`src/rtl/uart_pkg.sv`:
```
// Shared types and parameter legality helpers for the UART blocks.
package uart_pkg;

  typedef enum logic [1:0] {
    NONE = 2'd0,
    EVEN = 2'd1,
    ODD  = 2'd2
  } parity_e;

  typedef enum logic [2:0] {
    IDLE,
    START,
    DATA,
    PAR,
    STOP
  } tx_state_e;

  function automatic bit is_pow2(input int v);
    return (v > 0) && ((v & (v - 1)) == 0);
  endfunction

  function automatic bit tx_params_ok(input int clk_div, input int data_bits,
                                      input int fifo_depth, input int parity,
                                      input int stop_bits);
    return (clk_div >= 2) && (data_bits >= 5) && (data_bits <= 9) &&
           (fifo_depth >= 2) && is_pow2(fifo_depth) &&
           (parity >= 0) && (parity <= 2) &&
           ((stop_bits == 1) || (stop_bits == 2));
  endfunction

endpackage

```
`src/rtl/sync_fifo.sv`:
```
// Single-clock FIFO with registered count; head word is presented combinationally.
module sync_fifo
  import uart_pkg::*;
#(
  parameter int WIDTH = 8,
  parameter int DEPTH = 16
) (
  input  logic                   clk,
  input  logic                   reset_ni,
  input  logic                   push,
  input  logic                   pop,
  input  logic [WIDTH-1:0]       wdata,
  output logic [WIDTH-1:0]       rdata,
  output logic [$clog2(DEPTH):0] count,
  output logic                   full,
  output logic                   empty
);

  localparam int AW = $clog2(DEPTH);

  if (!is_pow2(DEPTH) || DEPTH < 2) begin : g_bad_depth
    $error("sync_fifo: DEPTH must be a power of two and at least 2");
  end

  logic [WIDTH-1:0] mem [DEPTH];
  logic [AW-1:0]    wr_ptr;
  logic [AW-1:0]    rd_ptr;
  logic             do_push;
  logic             do_pop;

  assign do_push = push && !full;
  assign do_pop  = pop && !empty;
  assign full    = (count == (AW+1)'(DEPTH));
  assign empty   = (count == '0);
  assign rdata   = mem[rd_ptr];

  always_ff @(posedge clk or negedge reset_ni) begin
    if (!reset_ni) begin
      wr_ptr <= '0;
      rd_ptr <= '0;
      count  <= '0;
    end else begin
      if (do_push) wr_ptr <= wr_ptr + AW'(1);
      if (do_pop)  rd_ptr <= rd_ptr + AW'(1);
      count <= count + (AW+1)'(do_push) - (AW+1)'(do_pop);
    end
  end

  // Storage carries no reset; emptiness is tracked by count alone.
  always_ff @(posedge clk) begin
    if (do_push) mem[wr_ptr] <= wdata;
  end

endmodule

```
`src/rtl/uart_tx_fifo.sv`:
```
// UART transmitter with configurable framing and a buffered valid/ready write port.
//
// state | meaning
// IDLE  | line high, waiting for a queued word
// START | start bit (low) for CLK_DIV cycles
// DATA  | DATA_BITS data bits, LSB first
// PAR   | parity bit (only when PARITY != 0)
// STOP  | STOP_BITS stop bits; pops the next word on the last cycle if one is queued
module uart_tx_fifo
  import uart_pkg::*;
#(
  parameter int CLK_DIV    = 4,
  parameter int DATA_BITS  = 8,
  parameter int FIFO_DEPTH = 16,
  parameter int PARITY     = 0,
  parameter int STOP_BITS  = 1
) (
  input  logic                        clk,
  input  logic                        reset_ni,
  input  logic [DATA_BITS-1:0]        wr_data_i,
  input  logic                        wr_valid_i,
  output logic                        wr_ready_o,
  output logic                        tx_o,
  output logic                        busy_o,
  output logic [$clog2(FIFO_DEPTH):0] level_o
);

  localparam int      CW    = $clog2(CLK_DIV);
  localparam int      BW    = $clog2(DATA_BITS);
  localparam parity_e PMODE = parity_e'(2'(PARITY));

  if (!tx_params_ok(CLK_DIV, DATA_BITS, FIFO_DEPTH, PARITY, STOP_BITS)) begin : g_bad_params
    $error("uart_tx_fifo: illegal parameter combination");
  end

  tx_state_e            state;
  tx_state_e            nxt_state;
  logic [CW-1:0]        baud_cnt;
  logic [BW-1:0]        bit_cnt;
  logic [DATA_BITS-1:0] shift;
  logic [DATA_BITS-1:0] head;
  logic                 par_bit;
  logic                 tx_q;
  logic                 tx_d;
  logic                 pop;
  logic                 fifo_full;
  logic                 fifo_empty;
  logic                 baud_end;
  logic                 last_bit;

  sync_fifo #(
    .WIDTH (DATA_BITS),
    .DEPTH (FIFO_DEPTH)
  ) u_fifo (
    .clk      (clk),
    .reset_ni (reset_ni),
    .push     (wr_valid_i),
    .pop      (pop),
    .wdata    (wr_data_i),
    .rdata    (head),
    .count    (level_o),
    .full     (fifo_full),
    .empty    (fifo_empty)
  );

  assign wr_ready_o = !fifo_full;
  assign busy_o     = (state != IDLE) || !fifo_empty;
  assign tx_o       = tx_q;
  assign baud_end   = (baud_cnt == CW'(CLK_DIV - 1));
  assign last_bit   = (bit_cnt == '0);

  always_comb begin
    nxt_state = state;
    pop       = 1'b0;
    case (state)
      IDLE: begin
        if (!fifo_empty) begin
          pop       = 1'b1;
          nxt_state = START;
        end
      end
      START: if (baud_end) nxt_state = DATA;
      DATA:  if (baud_end && last_bit) nxt_state = (PMODE != NONE) ? PAR : STOP;
      PAR:   if (baud_end) nxt_state = STOP;
      STOP: begin
        if (baud_end && last_bit) begin
          if (!fifo_empty) begin
            pop       = 1'b1;
            nxt_state = START;
          end else begin
            nxt_state = IDLE;
          end
        end
      end
      default: nxt_state = IDLE;
    endcase
  end

  always_comb begin
    tx_d = 1'b1;
    case (state)
      START:   tx_d = 1'b0;
      DATA:    tx_d = shift[0];
      PAR:     tx_d = par_bit;
      default: tx_d = 1'b1;
    endcase
  end

  // bit_cnt counts data bits down, then is reused for the stop bits.
  always_ff @(posedge clk or negedge reset_ni) begin
    if (!reset_ni) begin
      state    <= IDLE;
      baud_cnt <= '0;
      bit_cnt  <= '0;
      shift    <= '0;
      par_bit  <= 1'b0;
      tx_q     <= 1'b1;
    end else begin
      state <= nxt_state;
      tx_q  <= tx_d;
      if (nxt_state != state || baud_end || state == IDLE) baud_cnt <= '0;
      else baud_cnt <= baud_cnt + CW'(1);
      if (pop) begin
        shift   <= head;
        bit_cnt <= BW'(DATA_BITS - 1);
        par_bit <= (PMODE == ODD) ? ~(^head) : ^head;
      end else if (baud_end) begin
        if (state == DATA) begin
          shift   <= shift >> 1;
          bit_cnt <= last_bit ? BW'(STOP_BITS - 1) : bit_cnt - BW'(1);
        end else if (state == STOP && !last_bit) begin
          bit_cnt <= bit_cnt - BW'(1);
        end
      end
    end
  end

endmodule

```
`config.mk`:
```
export PLATFORM = sky130hd
export DESIGN_NAME = uart_tx_fifo
export DESIGN_NICKNAME = d
export VERILOG_FILES = /design/src/rtl/uart_pkg.sv /design/src/rtl/sync_fifo.sv /design/src/rtl/uart_tx_fifo.sv
export SDC_FILE = /design/constraint.sdc
export NUM_CORES = 1
export LEC_CHECK = 0
export ABC_AREA = 0
export CAP_MARGIN = 20
export CORE_ASPECT_RATIO = 0.7
export CORE_MARGIN = 8
export CORE_UTILIZATION = 65
export DETAILED_ROUTE_END_ITERATION = 10
export PLACE_DENSITY = 0.92
export SLEW_MARGIN = 25
export SYNTH_ARGS = -nofsm -noshare
export SYNTH_HDL_FRONTEND = slang
export SYNTH_SLANG_ARGS = --single-unit
```
`constraint.sdc`:
```
create_clock -name clk -period 5 [get_ports clk]
set_input_delay 0.75 -clock clk [delete_from_list [all_inputs] [get_ports clk]]
set_output_delay 0.75 -clock clk [all_outputs]
set_load 0.01 [all_outputs]
```
# ---- Yosys cells after proc, flatten, opt, wreduce, memory -nomap -nowiden
# Memories as Yosys holds them, arrays and structs flattened.
# Cells that the tools add are included.
dict set report word_totals {
  register_bits 31
  latch_bits 0
  mem_bits_rw 128
  romBits 0
  in_bits 11
  word_cells 65
  memories 1
}
# name depth width read_ports rd_clocked_by_memory_dff wr line
set mem_list {}
lappend mem_list {u_fifo.mem 16 8 1 0 1 sync_fifo.sv:25} ;# logic [WIDTH-1:0] mem [DEPTH];
dict set report classes {
  add_sub_neg 6
  n_mul 0
  div 0
  magnitude_cmp 0
  n_eq_ne 7
  n_shift 0
  muxes 22
  bitwise 0
  reduce_logical 20
}
# operator count
set op_table {}
lappend op_table {{2-to-1 mux 3 bit} 10}
lappend op_table {{2-to-1 mux 8 bit} 3}
lappend op_table {{case mux 3 bit (5 select lines)} 1}
lappend op_table {{adder 4 x 1 -> 4 bit, second input constant} 2}
lappend op_table {{parity 8 bit} 1}
lappend op_table {{== test 3 x 2 -> 1 bit, second input constant} 2}
lappend op_table {{zero test 3 bit} 2}
lappend op_table {{nonzero test 3 bit} 2}
lappend op_table {{adder 5 x 1 -> 5 bit} 1}
lappend op_table {{== test 5 bit, second input constant} 1}
lappend op_table {{zero test 5 bit} 1}
lappend op_table {{2-to-1 mux 1 bit} 5}
lappend op_table {{subtractor 5 x 1 -> 5 bit} 1}
lappend op_table {{logical AND 1 bit} 4}
lappend op_table {{AND reduction 2 bit} 2}
lappend op_table {{nonzero test 2 bit} 2}
lappend op_table {{== test 3 x 1 -> 1 bit, second input constant} 1}
lappend op_table {{== test 3 bit, second input constant} 1}
lappend op_table {{zero test 1 bit} 3}
lappend op_table {{logical OR 1 bit} 3}
lappend op_table {{inequality test 3 bit} 1}
lappend op_table {{case mux 1 bit (3 select lines)} 1}
lappend op_table {{subtractor 3 x 1 -> 3 bit, second input constant} 1}
lappend op_table {{adder 2 x 1 -> 2 bit, second input constant} 1}
lappend op_table {{other kinds (3)} 3}

# ---- Depth between registers and ports, before layout
dict set report depth {
  ltp_word 8
  mapped_depth 17
  mapped_depth_nobuf 15
}

# ---- Hierarchy
# Synthesis repeated with hierarchy kept, for this count alone.
dict set report hier_totals {
  hier_cells 428
  area_unflattened_um2 6931.6
}
# module instances cells_each area_per_inst_um2 seq_area_each_um2
set modules_own_cells {}
lappend modules_own_cells {sync_fifo 1 319 5863.1 4169.0}
lappend modules_own_cells {uart_tx_fifo 1 109 1068.5 451.7}

# ---- Least setup slack after synthesis
# Ideal clock, no wire load.
dict set report synth_path {
  path_kind {flip-flop to flip-flop}
  from {reg u_fifo.count[3]}
  to {reg u_fifo.count[4]}
  arrival_time_ps 2933
  slack_ps 1942
  path_stages_with_launch 17
  cell_sequence {dfrtp_1 > inv_1 > ha_1 > or4b_2 > and3_1 > buf_2 > buf_6 > ha_1 > inv_1 > ha_1 > inv_1 > fa_1 > inv_1 > a21oi_1 > nor2_1 > nor2_1 > xnor2_1}
}
dict set report synth_between {
  elab_chain_cells 6
  word_cells_on_any_way 11
  cone_classes {add/sub (2); eq/ne (1); mux (3); reduce/logical (5)}
}
# item line
set synth_lines {}
lappend synth_lines {{start: declaration} sync_fifo.sv:14} ;# output logic [$clog2(DEPTH):0] count,
lappend synth_lines {{start signal: assignment} sync_fifo.sv:45} ;# count <= count + (AW+1)'(do_push) - (AW+1)'(do_pop);
lappend synth_lines {{zero test 5 bit (*)} sync_fifo.sv:34} ;# assign empty = (count == '0);
lappend synth_lines {{2-to-1 mux 1 bit} {uart_tx_fifo.sv:77, uart_tx_fifo.sv:87}}
lappend synth_lines {{2-to-1 mux 1 bit} uart_tx_fifo.sv:86} ;# if (baud_end && last_bit) begin
lappend synth_lines {{case mux 1 bit (2 select lines)} uart_tx_fifo.sv:75} ;# case (state)
lappend synth_lines {{logical AND 1 bit (*)} sync_fifo.sv:32} ;# assign do_pop = pop && !empty;
lappend synth_lines {{net u_fifo.do_pop} sync_fifo.sv:29} ;# logic do_pop;
lappend synth_lines {{subtractor 5 x 1 -> 5 bit (*)} sync_fifo.sv:45}
# Mark *: on every way through the listed nets, which the timed path passes. The rest lies on a longest branch.
# A chain may end at the register's enable or synchronous reset.

# ---- Worst setup path after layout
dict set report layout_path {
  from {reg u_fifo.count[3]}
  to {reg u_fifo.count[4]}
}
dict set report layout_between {
  elab_chain_cells 6
  word_cells_on_any_way 11
  cone_classes {add/sub (2); eq/ne (1); mux (3); reduce/logical (5)}
}
# item line
set layout_lines {}
lappend layout_lines {{branches (longest 5 deep; another with adder 5 x 1 -> 5 bit)} -}
lappend layout_lines {{subtractor 5 x 1 -> 5 bit (*)} sync_fifo.sv:45}
# Every way passes the cells marked *.

==> out/metrics.csv <==
stage,metric,value,unit
status,status,completed,
worst_setup_path,timing.rr.start,u_fifo.count[3]$_DFF_PN0_,
die,die_h,101,um
clock_network,clk_pin_slew,0.06,ns
worst_setup_path,slowest_delay,0.66,ns
clock_network,cts_resized,0,
worst_setup_path,crit_fanout,25,
sta,fmax,293,MHz
sta,slew_headroom,34.1,%
worst_setup_path,reg2reg_depth,14,
final_layout,layout-drive-gt1-share,14.9,%
place,gp_routability_congestion,0.769,
min_path,min_to,baud_cnt[0]$_DFF_PN0_,
synthesis,synth_compound_area_share,4.03,%
sta,whs,0.456,ns
clock_network,clock_path_buffers,2,
min_path,hold_start,baud_cnt[0]$_DFF_PN0_,
worst_setup_path,cp-start-kind,flip-flop,
final_layout,insertedDiodeCount,0,
global_route,grt_pass1_wl,20100,um
global_route,grt_pass1_vias,3550,
place,dp_hpwl,8100,um
sta,fin_crit,3.41,ns
pwr,total_leakage_power,2.62,nW
sta,skew,0.0112,ns
global_route,grt_util_all_layers,20.1,%
worst_setup_path,cpMostUsedCell,inv_1,
die,coreArea,0.0102,sq mm
die,dieArea,0.0138,sq mm
pwr,powerDensity,590,mW/mm^2
synthesis,synth.avg_cell_area,17.2,sq um
place,io_buffers,18,
sta,hold_viol,0,
worst_setup_path,crit_chain,inv_1 > ha_1 > or4b_2 > and3_1 > ha_1 > inv_1 > ha_1 > inv_1 > fa_1 > inv_1 > a21oi_1 > nor2_1 > nor2_1 > xnor2_1,
worst_setup_path,critPathKind,reg2reg,
route,drt_iter0_markers,388,
worst_setup_path,end_kind,flip-flop,
worst_setup_path,reg2reg_slack,1.59,ns
route,dr.pass1.iters,5,
route,avgViaCountPerCell,6.37,
synthesis,syn_area,0.00668,sq mm
global_route,antenna_found_initial,0,
final_layout,nNetsFinal,439,
route,drc_errors,0,
die,die_width,137,um
sta,slew_violations,0,
clock_network,cts.hold.buffers_added,0,
route,antenna_left,0,
worst_setup_path,reg2reg_to,u_fifo.count[4]$_DFF_PN0_,
clock_network,clk_latency,0.42,ns
route,totalWireLength,13000,um
min_path,min_path_cells,1,
sta,tightest_slew,0.985,ns
sta,rsz0062_at_grt,no,
worst_setup_path,arrival,3.71,ns
clock_network,htree_levels,4,
clock_network,cts_root_buffer,clkbuf_16,
clock_network,cts_tree,done,
worst_setup_path,required,5.30,ns
synthesis,synthSimpleGateAreaFrac,5.94,%
sta,fin_setup_tns,0,ns
pwr,peakVddDrop,0.000485,V
synthesis,synth_top_family_by_area,multiplexers,
synthesis,syn-instance-count,389,
synthesis,syn-num-nets,415,
die,io_pins,19,
sta,finalSetupViolations,0,
die,rows,31,
clock_network,cts_setup_buffers,0,
route,vias,3540,
synthesis,synth_xor_area_share,2.36,%
worst_setup_path,critPathSlowestCell,or4b_2,
clock_network,numClockSinks,159,
die,initial_core_util,65.7,%
sta,period_share,68.2,%
flow_run,max_cap_viol_count,0,
clock_network,numCtsBuffers,17,
final_layout,nFillCells,582,
synthesis,ys_ff_latch,159,
global_route,grt_max_degree,36,
global_route,overflow,0,
synthesis,yosys_warnings,0,
final_layout,areaGrowthSynthToFinish,11.6,%
route,wl_per_cell,23.3,um
min_path,hp-class,reg2reg,
synthesis,synth_mux_area_share,12.3,%
synthesis,synth.distinct_cells,42,
synthesis,seq_area_frac_synth,69.2,%
synthesis,synth-adder-area-share,2.92,%
-- where the power goes --
group / total (mW) / switching, mW / internal [mW]
Clock: 1.13 / 0.465 / 0.668
Sequential: 1.94 / 0.263 / 1.67
Combinational: 1.33 / 0.664 / 0.663
-- layout by cell type (no fill, tap or decap), types with 2 or more instances in the layout --
| master | netlist | routed |
|---|---|---|
| a21o_1 | 2 | 2 |
| a21oi_1 | 5 | 5 |
| a22oi_1 | 20 | 20 |
| and2_1 | 9 | 9 |
| buf_4 | 3 | 6 |
| clkbuf_1 | 5 | 3 |
| clkbuf_16 | 0 | 17 |
| clkdlybuf4s50_1 | 0 | 18 |
| clkinv_1 | 1 | 2 |
| clkinv_2 | 0 | 8 |
| dfrtp_1 | 30 | 28 |
| edfxtp_1 | 128 | 128 |
| ha_1 | 14 | 14 |
| inv_1 | 18 | 18 |
| mux2i_1 | 5 | 5 |
| mux4_1 | 11 | 11 |
| mux4_2 | 21 | 21 |
| nand2_1 | 30 | 30 |
| nand2b_1 | 4 | 4 |
| nand4_1 | 3 | 3 |
| nor2_1 | 16 | 15 |
| nor3_1 | 2 | 2 |
| nor3b_1 | 3 | 3 |
| nor4_1 | 4 | 2 |
| nor4_2 | 0 | 2 |
| o21ai_0 | 12 | 12 |
| xnor2_1 | 15 | 15 |
| xor2_1 | 3 | 3 |
-- cells in the mapped netlist --
cell             number  share of area [%]
nand3_1               1              0.075
a21oi_1               5               0.37
a22oi_1              20                2.2
xnor2_1              15                2.0
o21ai_0              12               0.90
inv_1                18                1.0
nor3b_1               3               0.34
nand4_1               3               0.28
xor2_1                3               0.39
ha_1                 14                2.6
dfrtp_1              30                 11
buf_2                 4               0.30
buf_4                 3               0.34
nor2b_1               1              0.094
mux2i_1               5               0.75
clkdlybuf4s25_2       3               0.45
nor4_1                4               0.37
nor3_2                1               0.15
or4b_2                1               0.15
mux4_1               11                4.3
edfxtp_1            128                 58
a21o_1                2               0.22
buf_6                 3               0.51
fa_1                  1               0.30
clkinv_1              1              0.056
nand2_1              30                1.7
nand2b_1              4               0.37
and3_1                1              0.094
mux2_2                1               0.17
o32ai_1               1               0.13
nor3_1                2               0.15
buf_12                1               0.30
mux4_2               21                7.1
or4_1                 1               0.11
nor2_1               16               0.90
o32a_1                1               0.15
nand3b_1              1               0.11
and2b_1               1               0.11
clkbuf_1              5               0.28
or2_2                 1              0.094
and2_1                9               0.84
dfstp_2               1               0.39
-- routing by layer --
layer | up-vias | share of wire (%) | global-route usage [%] | wire [um]
met5 | - | 0 | 0 | 0
met4 | 0 | 1.2 | 6.66 | 153
met3 | 19 | 8.2 | 5.78 | 1060
met2 | 166 | 49 | 30.9 | 6400
met1 | 1815 | 41 | 27.2 | 5350
li1 | 1540 | - | - | -
-- area by class of cell --
class,count,area [sq um],share of cell area (%)
flip-flops and latches,159,4630,62.1
multi-input cells,192,1860,24.9
clock buffers,20,437,5.86
repair buffers,24,225,3.02
well taps,132,165,2.22
clock inverters,10,73.8,0.990
inverters,19,71.3,0.957
-- state kept, by name, summed over array words and instances (netlist names) --
| register | flops |
|---|---|
| u_fifo.mem | 128 |
| shift | 8 |
| u_fifo.count | 5 |
| u_fifo.rd_ptr | 4 |
| u_fifo.wr_ptr | 4 |
| bit_cnt | 3 |
| state | 3 |
| baud_cnt | 2 |
| par_bit | 1 |
| tx_o | 1 |
-- how the worst max path moves through the flow --
stage | slack, ns | from | end | cells past startpoint
final | 1.59 | u_fifo.count[3]$_DFF_PN0_ | u_fifo.count[4]$_DFF_PN0_ | 14
after CTS | 1.56 | u_fifo.count[3]$_DFF_PN0_ | busy_o | 5
after global routing | 1.35 | u_fifo.count[3]$_DFF_PN0_ | u_fifo.count[4]$_DFF_PN0_ | 14
after detailed placement | 1.63 | u_fifo.count[3]$_DFF_PN0_ | u_fifo.count[4]$_DFF_PN0_ | 14
after global placement | 1.76 | u_fifo.count[3]$_DFF_PN0_ | u_fifo.count[4]$_DFF_PN0_ | 14
after floorplan | 1.94 | u_fifo.count[3]$_DFF_PN0_ | u_fifo.count[4]$_DFF_PN0_ | 16
-- cell families after synthesis --
| kind of cell | Yosys count |
|---|---|
| xor+xnor | 18 |
| flops | 159 |
| simple gates | 80 |
| fa+ha+maj | 15 |
| buf+inv | 38 |
| compound gates | 41 |
| mux | 38 |
-- through the flow --
step           worst slack [ns]  instance area [sq um]  power, mW  std cells  util (%)
6_report                   1.59                   7450       4.40        556      73.4
5_1_grt                    1.35                   7450       4.61        556      73.4
4_1_cts                    1.56                   7440       4.40        556      73.2
3_5_place_dp               1.63                   6930       3.24        526      68.2
3_3_place_gp               1.76                   6930       3.17        526      68.1
2_1_floorplan              1.94                   6680       2.94        389         -
-- critical path, delay by kind of cell (launching register included) --
family / cells / cell delay [ns]
adder cells (fa/ha/maj): 4 / 1.12
buffers and inverters: 4 / 0.29
flip-flops: 1 / 0.40
XOR/XNOR: 1 / 0.11
AO/OA/AOI/OAI: 1 / 0.06
AND/OR/NAND/NOR: 4 / 1.30
No activity file was read; power rests on OpenSTA's default activity.
==> variant 1: new RTL, config.mk and constraints unchanged <==
`PARITY`: 0 -> 1. Comments in the files are not updated.
--- a/src/rtl/uart_tx_fifo.sv
+++ b/src/rtl/uart_tx_fifo.sv
@@ -12,7 +12,7 @@
   parameter int CLK_DIV    = 4,
   parameter int DATA_BITS  = 8,
   parameter int FIFO_DEPTH = 16,
-  parameter int PARITY     = 0,
+  parameter int PARITY     = 1,
   parameter int STOP_BITS  = 1
 ) (
   input  logic                        clk,
Formal check against the unedited RTL: no difference found for any inputs over 10 cycles, from zero or initial values and one cycle with reset_ni low; that may be too few to reach the edited logic, so the function may still have changed.
==> variant 1 against the original RTL <==
- area after synthesis up 0.45%
- sequential cell count unchanged
- total power down 1.3%
- routed wire length up 6.9%
- count of clock-buffer cells in the layout down 2
- design area up 1.2%
- combinational power down 9%
- core utilization up 0.58 points
- critical path depth up 1
- worst setup slack worse by 0.12 ns
- worst hold slack worse by 0.0037 ns
- largest power group unchanged
==> variant 1: results (changes against the original RTL) <==
INFO  metric antenna_found_initial = 0 (unchanged)
INFO  metric detailed_place_hpwl = 8380 µm (was 8100 µm)
INFO  metric drt_first_pass_iters = 5 (unchanged)
INFO  metric vias = 3677 (was 3540)
INFO  metric pin_count_of_the_biggest_net_entering_global_routing = 35 (was 36)
INFO  metric min-delay-start = baud_cnt[0] (unchanged)
INFO  metric met2WireLength = 6860 µm (was 6400 µm)
INFO  metric final_layout_size_suffix_gt1_share = 14.5% (was 14.9%)
INFO  metric power.share.switching = 31.6% (was 31.7%)
INFO  metric timing.rr.start = bit_cnt[1] (was u_fifo.count[3])
INFO  metric grt_pass1_wl = 20900 µm (was 20100 µm)
INFO  metric path_max_fanout = 19 (was 25)
INFO  metric regArea = 0.00462 mm² (was 0.00463 mm²)
INFO  metric routabilityCongestion = 0.795 (was 0.769)
INFO  metric timing.hold.worst.class = reg2reg (unchanged)
INFO  metric r2r_cells = 15 (was 14)
INFO  metric run_status = finished, final reports clean (unchanged)
INFO  metric ir_drop = 0.000357 V (was 0.000485 V)
INFO  metric yosysWarningCount = 0 (unchanged)
INFO  metric yosysSeqAreaShare = 68.9% (was 69.2%)
INFO  metric synth.top_cells.by_area = edfxtp_1 (57%), dfrtp_1 (11%), mux4_2 (6.7%) (was edfxtp_1 (58%), dfrtp_1 (11%), mux4_2 (7.1%))
INFO  metric power.static_leakage = 2.64 nW (was 2.62 nW)
INFO  metric detailroute.wirelength.met3 = 1230 µm (was 1060 µm)
INFO  metric m1WireLength = 5540 µm (was 5350 µm)
INFO  metric final.fill_count = 569 (was 582)
INFO  metric drtIter0Drc = 498 (was 388)
INFO  metric drt-wirelength-per-cell = 24.7 µm (was 23.3 µm)
INFO  metric critical_path_arrival = 3.84 ns (was 3.71 ns)
INFO  metric number_of_distinct_library_cells_after_synthesis = 43 (was 42)
INFO  metric slew_headroom = 33.8% (was 34.1%)
INFO  metric synth_top_cells_by_count = edfxtp_1 (128), dfrtp_1 (30), nor2_1 (24) (was edfxtp_1 (128), dfrtp_1 (30), nand2_1 (30))
INFO  metric port-buffer-count = 18 (unchanged)
INFO  metric clock_skew = 0.0101 ns (was 0.0112 ns)
INFO  metric synth.avg_cell_area = 17.1 µm² (was 17.2 µm²)
INFO  metric post_drt_via_cell_ratio = 6.55 (was 6.37)
INFO  metric globalRouteTotalUtil = 21.3% (was 20.1%)
INFO  metric syn-num-nets = 418 (was 415)
INFO  metric setup.worst_path.start = bit_cnt[1] (was u_fifo.count[3])
INFO  metric dp_slack = 1.51 ns (was 1.63 ns)
INFO  metric place.detailed.instances = 529 (was 526)
INFO  metric number_of_nets_in_the_layout = 442 (was 439)
INFO  metric dpl-instance-area = 0.00696 mm² (was 0.00693 mm²)
## variant 1: cell count changes after synthesis, moves of 3 or more
cell	change
nand2_1	-15
nor3_1	+4
nor2_1	+8
a22oi_1	-3
o21ai_0	-8
a21oi_1	+11
## variant 1: critical path, stage by stage (launching register included)
cell and delay [ns]:
dfrtp_1 0.37, inv_1 0.11, ha_1 0.17, nand2b_1 0.11, o21ai_0 0.30, and3_1 0.82, ha_1 0.39, inv_1 0.06
ha_1 0.15, inv_1 0.06, fa_1 0.42, inv_1 0.09, a21oi_1 0.06, nor2_1 0.12, nor2_1 0.07, xnor2_1 0.12
## variant 1: layout make-up
type                    instances  share of cell area (%)
flip-flops and latches        159                    61.3
repair buffers                 25                    3.09
multi-input cells             192                    24.6
clock buffers                  18                    5.69
well taps                     132                    2.19
clock inverters                14                    2.07
inverters                      21                    1.05
## variant 1: cell families after synthesis
logic type,Yosys count,share of synthesized area (%)
xor gates and xnor gates,19,2.48
muxes,40,12.6
buffers and inverters,41,3.43
AOI/OAI and AO/OA,43,4.10
adders and majority gates,15,2.91
DFF,159,68.9
and+or+nand+nor,75,5.58
## variant 1: routing by layer
layer	up-vias	global-route usage, %
met4	0	8.15
met3	24	7.02
li1	1565	-
met1	1885	27.5
met5	-	0
met2	203	32.9
## variant 1: worst paths after layout
path	to	slack (ns)
min reg2reg	baud_cnt[0]	0.45
min in group asynchronous	shift[7]	0.72
min	baud_cnt[0]	0.45
max reg2reg	u_fifo.count[4]	1.47
max	u_fifo.count[4]	1.47
max in group asynchronous	tx_o	3.96
## variant 1: power groups by stage
stage                     Clock [mW]  Combinational [mW]  Sequential [mW]
final                           1.27                1.21             1.85
after floorplan                    0               0.982             1.76
after global routing            1.34                1.31             1.88
after detailed placement           0                1.17             1.87
after global placement             0                1.10             1.85
after CTS                       1.28                1.21             1.85
==> variant 2: new RTL, same settings <==
Made on the original files. Re-encode `tx_state_e` (5 states) as Gray code, 3 bits wide.
--- a/src/rtl/uart_pkg.sv
+++ b/src/rtl/uart_pkg.sv
@@ -8,11 +8,11 @@
   } parity_e;
 
   typedef enum logic [2:0] {
-    IDLE,
-    START,
-    DATA,
-    PAR,
-    STOP
+    IDLE  = 3'b000,
+    START = 3'b001,
+    DATA  = 3'b011,
+    PAR   = 3'b010,
+    STOP  = 3'b110
   } tx_state_e;
 
   function automatic bit is_pow2(input int v);
Behaviour: no difference found for any inputs over 10 cycles, from zero or initial values and one cycle with reset_ni low; not proved beyond that.
==> variant 2 against the original RTL <==
- first-iteration DRC count up 0.77%
- sequential cell count did not move
- via count up 1.7%
- sequential power shrank 7%
- total power down 9.2%
- area after synthesis fell by 0.54%
- design area increased by 1.7%
- global-route usage rose by 1.5 points
- worst setup slack worse by 0.45 ns
- clock skew fell by 0.0020 ns
- routed wire length grew 5.4%
==> variant 2: results (changes against the original RTL) <==
INFO  metric drt-wirelength-per-cell = 24.3 µm (was 23.3 µm)
INFO  metric detailed_place_hpwl = 8670 µm (was 8100 µm)
INFO  metric synth-xor-area-share = 2.24% (was 2.36%)
INFO  metric power.static_leakage = 2.66 nW (was 2.62 nW)
INFO  metric drtIter0Drc = 391 (was 388)
INFO  metric place.detailed.instances = 531 (was 526)
INFO  metric path_max_fanout = 18 (was 25)
INFO  metric yosysSeqAreaShare = 69.6% (was 69.2%)
INFO  metric synth_cells = 393 (was 389)
INFO  metric number_of_nets_in_the_layout = 444 (was 439)
INFO  metric globalRouteTotalUtil = 21.6% (was 20.1%)
INFO  metric synth.mux.area_fraction = 11.5% (was 12.3%)
INFO  metric final_layout_size_suffix_gt1_share = 14.2% (was 14.9%)
INFO  metric routabilityCongestion = 0.795 (was 0.769)
INFO  metric synth.top_cells.by_area = edfxtp_1 (58%), dfrtp_1 (11%), mux4_2 (6.8%) (was edfxtp_1 (58%), dfrtp_1 (11%), mux4_2 (7.1%))
INFO  metric clock_skew = 0.00918 ns (was 0.0112 ns)
INFO  metric compound_cell_area_share_of_the_yosys_netlist = 5.27% (was 4.03%)
INFO  metric final.fill_count = 581 (was 582)
INFO  metric layout.cells.non_filler = 563 (was 556)
INFO  metric grt_pass1_wl = 21200 µm (was 20100 µm)
INFO  metric fraction_of_the_mapped_netlist_area_in_adder_cells = 2.94% (was 2.92%)
INFO  metric number_of_global_route_vias_before_repair = 3779 (was 3550)
INFO  metric dp_slack = 1.29 ns (was 1.63 ns)
INFO  metric critical_path_arrival = 4.20 ns (was 3.71 ns)
INFO  metric ir_drop = 0.000531 V (was 0.000485 V)
INFO  metric worst_slew_pin_slew = 0.950 ns (was 0.985 ns)
INFO  metric syn-num-nets = 419 (was 415)
INFO  metric number_of_distinct_library_cells_after_synthesis = 41 (was 42)
INFO  metric pin_count_of_the_biggest_net_entering_global_routing = 36 (unchanged)
INFO  metric run_status = finished, final reports clean (unchanged)
[variant 2: changes by cell type after synthesis, moves of 4 or more]
cell | unedited run | this run
a22oi_1 | 20 | 16
a21oi_1 | 5 | 11
mux2i_1 | 5 | 0
o21ai_0 | 12 | 5
nand3_1 | 1 | 5
a221o_1 | 0 | 4
[variant 2: cells by family after synthesis]
group	Yosys count
flops	159
simple gates	82
compound gates	51
buf+inv	37
mux	32
xor+xnor	17
fa+ha+maj	15
[variant 2: power by group]
part | switching (mW) | internal, mW
clock network | 0.494 | 0.884
logic | 0.419 | 0.394
registers | 0.164 | 1.64
total | 1.08 | 2.92
[variant 2: final timing paths]
| path | startpoint | endpoint | slack, ns | cells past startpoint |
|---|---|---|---|---|
| hold / removal | baud_cnt[0] | baud_cnt[0] | 0.45 | 1 |
| min in group asynchronous | reset_ni | u_fifo.rd_ptr[0] | 0.74 | 2 |
| setup reg to reg | u_fifo.count[3] | u_fifo.count[4] | 1.14 | 14 |
| max in group asynchronous | reset_ni | tx_o | 3.94 | 2 |
| setup / recovery | u_fifo.count[3] | u_fifo.count[4] | 1.14 | 14 |
| hold reg to reg | baud_cnt[0] | baud_cnt[0] | 0.45 | 1 |
[variant 2: area by class of cell]
type | instances | area (µm²) | area share [%]
well taps | 132 | 165 | 2.18
clock buffers | 21 | 480 | 6.34
flip-flops and latches | 159 | 4620 | 61.0
inverters | 19 | 71.3 | 0.941
repair buffers | 24 | 225 | 2.97
clock inverters | 11 | 160 | 2.11
multi-input cells | 197 | 1850 | 24.5
[variant 2: layer usage]
layer	up-vias	global-route usage (%)	wire length [µm]
met5	-	0	0
met4	0	9.40	230
met3	21	5.53	999
met2	178	33.1	6760
met1	1827	29.1	5680
li1	1574	-	-
[variant 2: metrics by stage]
step	util (%)	cell area [µm²]
after floorplan	-	6640
after global placement	68.2	6930
after detailed placement	68.2	6930
after CTS	74.5	7570
after global routing	74.6	7580
final	74.6	7580
[variant 2: critical path, stage by stage (launching register included)]
cell and delay, ns:
dfrtp_1 0.42, inv_1 0.09, ha_1 0.15, nor4b_1 0.75, nor2_1 0.12, nand2_1 0.47, inv_1 0.29, ha_1 0.35
inv_1 0.05, ha_1 0.21, fa_1 0.40, a21oi_1 0.18, nor2_1 0.06, nor2_1 0.11, xnor2_1 0.13
